`config.mk`:
```
export PLATFORM = sky130hd
export DESIGN_NAME = aes_skew_perm
export DESIGN_NICKNAME = d
export VERILOG_FILES = /design/src/rtl/aes_skew_perm.sv
export SDC_FILE = /design/constraint.sdc
export NUM_CORES = 1
export LEC_CHECK = 0
export CORE_AREA = 5 5 111 191
export CTS_BUF_LIST = sky130_fd_sc_hd__clkbuf_4
export CTS_CLUSTER_DIAMETER = 80
export DETAILED_ROUTE_END_ITERATION = 10
export DIE_AREA = 0 0 116 196
export GPL_TIMING_DRIVEN = 0
export HOLD_SLACK_MARGIN = 0.08
export MAX_ROUTING_LAYER = met4
export PLACE_DENSITY = 0.76
export SYNTH_ARGS = -nofsm -noshare
export SYNTH_HDL_FRONTEND = slang
export SYNTH_SLANG_ARGS = --single-unit
```
`constraint.sdc`:
```
create_clock -name CLK -period 19.8 [get_ports CLK]
set_input_delay 3.96 -clock CLK [delete_from_list [all_inputs] [get_ports CLK]]
set_output_delay 3.96 -clock CLK [all_outputs]
set_load 0.03 [all_outputs]
```
`src/rtl/aes_skew_perm.sv`:
```
// Skewed ShiftRows/InvShiftRows: row r leaves r cycles after entry, one word per cycle, no back-pressure.
// Defining AES_SKEW_REG_OUT_EN adds an output register stage (+1 cycle on all paths).
module aes_skew_perm #(
    parameter int NCOL = 4,
    parameter int DW   = 8
) (
    input  logic                   CLK,
    input  logic                   RSTN,
    input  logic                   CE,
    input  logic                   DIN_VALID,
    input  logic                   DEC,
    input  logic [4*DW*NCOL-1:0]   DIN,
    output logic [4*DW*NCOL-1:0]   DOUT,
    output logic                   DOUT_VALID
);
    localparam int W = 4 * DW * NCOL;

    function automatic int shift_of(input int r);
        if (NCOL == 8 && r >= 2) return r + 1;
        return r;
    endfunction

    function automatic int msb_of(input int r, input int c);
        return (NCOL - c) * 4 * DW - r * DW - 1;
    endfunction

    logic [W-1:0] perm;
    logic [1:0]   fill;
    logic         last_dec;
    logic         perm_valid;

    for (genvar c = 0; c < NCOL; c++) begin : g_row0
        localparam int M = msb_of(0, c);
        assign perm[M -: DW] = DIN[M -: DW];
    end

    // The direction mux sits in front of the delay line, so each entry carries its own DEC.
    for (genvar r = 1; r < 4; r++) begin : g_row
        for (genvar c = 0; c < NCOL; c++) begin : g_col
            localparam int ENC_SRC = (c + shift_of(r)) % NCOL;
            localparam int DEC_SRC = (c + NCOL - shift_of(r)) % NCOL;
            localparam int M_OUT   = msb_of(r, c);
            localparam int M_ENC   = msb_of(r, ENC_SRC);
            localparam int M_DEC   = msb_of(r, DEC_SRC);

            logic [DW-1:0] dly [r];
            logic [DW-1:0] src;

            assign src = DEC ? DIN[M_DEC -: DW] : DIN[M_ENC -: DW];

            always_ff @(posedge CLK) begin
                if (!RSTN) begin
                    for (int k = 0; k < r; k++) dly[k] <= '0;
                end else if (CE) begin
                    dly[0] <= src;
                    for (int k = 1; k < r; k++) dly[k] <= dly[k-1];
                end
            end

            assign perm[M_OUT -: DW] = dly[r-1];
        end
    end

    always_ff @(posedge CLK) begin
        if (!RSTN) begin
            fill     <= 2'd0;
            last_dec <= 1'b0;
        end else if (CE) begin
            if (!DIN_VALID) begin
                fill <= 2'd0;
            end else if (DEC != last_dec) begin
                fill     <= 2'd1;
                last_dec <= DEC;
            end else if (fill != 2'd3) begin
                fill <= fill + 2'd1;
            end
        end
    end

    assign perm_valid = CE & DIN_VALID & (DEC == last_dec) & (fill == 2'd3);

`ifdef AES_SKEW_REG_OUT_EN
    always_ff @(posedge CLK) begin
        if (!RSTN) begin
            DOUT       <= '0;
            DOUT_VALID <= 1'b0;
        end else if (CE) begin
            DOUT       <= perm;
            DOUT_VALID <= perm_valid;
        end
    end
`else
    assign DOUT       = perm;
    assign DOUT_VALID = perm_valid;
`endif

endmodule

```
==> results of run 1 <==
power groups by stage:
stage               Sequential, W  Clock, W  Combinational [W]
finish                   0.000493  0.000204           0.000155
global route             0.000497  0.000227           0.000165
CTS                      0.000494  0.000211           0.000157
detailed placement       0.000503         0           0.000157
global placement         0.000508         0           0.000153
floorplan                0.000516         0          0.0000750
cells in the mapped netlist, drive strengths merged (3+ instances only):
cell type and number:
buf 109, and3 128, mux2i 64, dfxtp 3
edfxtp 192, nand2 5, nand2b 3, nor2 65
clkbuf 31
through the flow:
step,setup WS (ns),hold slack (ns)
floorplan,10.22,0.470
global placement,8.16,0.480
detailed placement,10.43,0.496
CTS,10.43,0.515
global route,10.33,0.552
finish,10.43,0.511
worst register-to-register path: stages (launching register included):
cell and delay, ns:
dfxtp_1 0.36, ha_1 0.25, or4b_1 0.54, a31oi_1 0.15
final timing paths:
path / start / end / slack [ns] / cells after the start
worst max-delay path: DIN_VALID / DOUT_VALID / 10.43 / 4
worst min-delay path: last_dec / last_dec / 0.51 / 2
worst max register to register: fill[0] / fill[1] / 18.45 / 3
worst min register to register: last_dec / last_dec / 0.51 / 2
final cells by class:
cell class / instances / area share [%]
diodes: 3 / 0.0653
inverters: 1 / 0.0327
multi-input cells: 276 / 15.8
well taps: 245 / 2.67
plain buffers: 140 / 7.93
clock buffers: 17 / 1.11
flip-flops and latches: 195 / 50.7
repair buffers: 230 / 20.5
clock inverters: 15 / 1.24
logic make-up after synthesis:
kind of cell               Yosys count
and+or+nand+nor                    204
DFF                                195
buffers and inverters              141
muxes                               64
AOI/OAI and AO/OA                    5
xor gates and xnor gates             2
adders and majority gates            1
state kept, by name, indices dropped and copies added (netlist names):
signal	count
g_row.g_col.dly	192
fill	2
last_dec	1
routing by layer:
layer	up-vias	share of wire, %	wire [microns]	GRT usage, %
li1	2617	-	-	-
met1	2463	36	6500	16.9
met2	173	57	10300	30.1
met3	33	4.7	851	2.41
met4	0	3.3	601	8.00
met5	-	0	0	-
==> results.sh, run 1 <==
export IMPL_slew_violations=0
export IMPL_period_share_pct=47.3
export IMPL_track_usage_pct=16.5
export IMPL_grt_pass1_vias=5435
export IMPL_path_buf_inv=2
export IMPL_grt_remaining_overflow=0
export IMPL_grt_pass1_wl_microns=27800
export IMPL_cts_buffers_inserted=17
export IMPL_arrival_ns=5.41
export IMPL_p_per_area_nw_per_um2=74.2
export IMPL_num_rows=68
export IMPL_critPathMostFrequentCell="clkdlybuf4s50_1"
export IMPL_vias=5286
export IMPL_drive_gt1_share_pct=16.2
export IMPL_rsz0062_at_grt="false"
export IMPL_end_kind="output pin"
export IMPL_synth_area_leader_cell="edfxtp_1"
export IMPL_dieArea_sq_um=22700
export IMPL_worstMarginPinSlew_ns=0.571
export IMPL_yosysUniqueCellTypes=24
export IMPL_cts_tree="done"
export IMPL_first_pass_iters=4
export IMPL_synth_area_sq_um=8550
export IMPL_switchingPower_w=0.000226
export IMPL_max_vdd_ir_drop_uv=42.4
export IMPL_path_max_fanout=4
export IMPL_finalSetupTns_ns=0
export IMPL_intPower_w=0.000627
export IMPL_die_height_microns=196
export IMPL_synthXorXnorAreaFrac_pct=0.205
export IMPL_fmaxAchievable_mhz=107
export IMPL_min_period_ns=9.37
export IMPL_layout_common_cells="clkdlybuf4s50_1 (227), edfxtp_1 (192), and3_1 (128)"
export IMPL_fin_worst_skew_ns=0.0204
export IMPL_synth_edf_count=192
export IMPL_worstSetupPathType="in -> out"
export IMPL_syn_num_nets=746
export IMPL_path_clk_slew_ns=0.14
export IMPL_cpPeakStageDelay_ns=0.70
export IMPL_synth_compound_area_share_pct=0.366
export IMPL_cts_buffer_depth=2
export IMPL_hold_buffers=0
export IMPL_multiInputGateArea_sq_um=1810
export IMPL_wl_per_cell_microns=16.3
export IMPL_final_util_pct=58.7
export IMPL_antenna_left=0
export IMPL_synth_flop_cell="edfxtp_1"
export IMPL_place_congestion=0.830
export IMPL_seq_area_sq_um=5830
export IMPL_dpl_hpwl_microns=13800
export IMPL_clockRootBuffer="clkbuf_4"
export IMPL_finalSetupViolations=0
export IMPL_fill_cells=1646
export IMPL_dr_first_iter_drc_count=220
export IMPL_mostFrequentLayoutCell="clkdlybuf4s50_1"
export IMPL_yosysWarnings=0
export IMPL_via_per_inst=4.71
export IMPL_drc=0
export IMPL_nets=995
export IMPL_antenna_found_initial=3
export IMPL_die_w_microns=116
export IMPL_switching_share_pct=26.5
export IMPL_comb_power_share_pct=18.2
export IMPL_relSlewSlack_pct=61.9
export IMPL_ys_seq_area_share_pct=68.2
export IMPL_p_leak_nw=5.02
export IMPL_dp_cells=1087
export IMPL_dpl_cell_area_sq_um=11200
export IMPL_htreeDepth=4
export IMPL_yosys_area_share_simple_pct=12.9
export IMPL_power_frac_seq_pct=57.9
export IMPL_ctsResizeCount=0
export IMPL_routed_wl_microns=18300
export IMPL_min_path_type="reg -> reg"
export IMPL_cpMaxStageDelayCell="clkdlybuf4s50_1"
export IMPL_instances_no_fill=1122
export IMPL_timing_final_hold_violations=0
export IMPL_clockPowerShare_pct=23.9
export IMPL_cts_sinks=195
export IMPL_port_buffers=227
export IMPL_outcome="complete, no violations"
export IMPL_synth_mux_area_share_pct=7.50
export IMPL_cp_required_ns=15.84
export IMPL_synth_top_area_share_pct=67.5
export IMPL_areaGrowthSynthToFinish_pct=34.5
export IMPL_synth_top_family_by_area="simple AND/OR/NAND/NOR gates"
export IMPL_drv_cap=0
export IMPL_ys_seq_elements=195
export IMPL_syn_area_per_cell_sq_um=14.0
export IMPL_stdcell_area_sq_um=11500
export IMPL_p_total_w=0.000852
export IMPL_start_util_pct=43.7
export IMPL_cp_top_family="buffers and inverters"
export IMPL_synthCells=612
export IMPL_io_pins=262
export IMPL_synth_area_top_cells="edfxtp_1 (67%), and3_1 (9.4%), buf_4 (8.9%)"
export IMPL_async_reset_ff_share_pct=0
export IMPL_synthAdderAreaFrac_pct=0.146
export IMPL_cp_start_kind="primary input"
export IMPL_clock_latency_ns=0.57
export IMPL_cp_cell_sequence="clkdlybuf4s50_1 -> nand2_1 -> nor2_1 -> clkdlybuf4s50_1"
export IMPL_post_cts_setup_buffer_count=0
export IMPL_core_sq_um=19600
export IMPL_grt_max_degree=63
Power figures use the tool's default switching activity.
==> inputs of run 2 (changes only) <==
Clock period 19.8 ns to 9.45 ns, I/O delays scaled along.
==> results of run 2 <==
The final DEF is identical to that of run 1. Status: complete, no violations.
Among the figures that moved: setup slack after placement 10.43 ns -> 4.22 ns; setup slack after layout 10.43 ns -> 4.22 ns; register-to-register setup slack 18.45 ns -> 8.10 ns; total power 0.000852 W -> 0.00179 W; worst IR drop on VDD 42.4 uV -> 88.7 uV
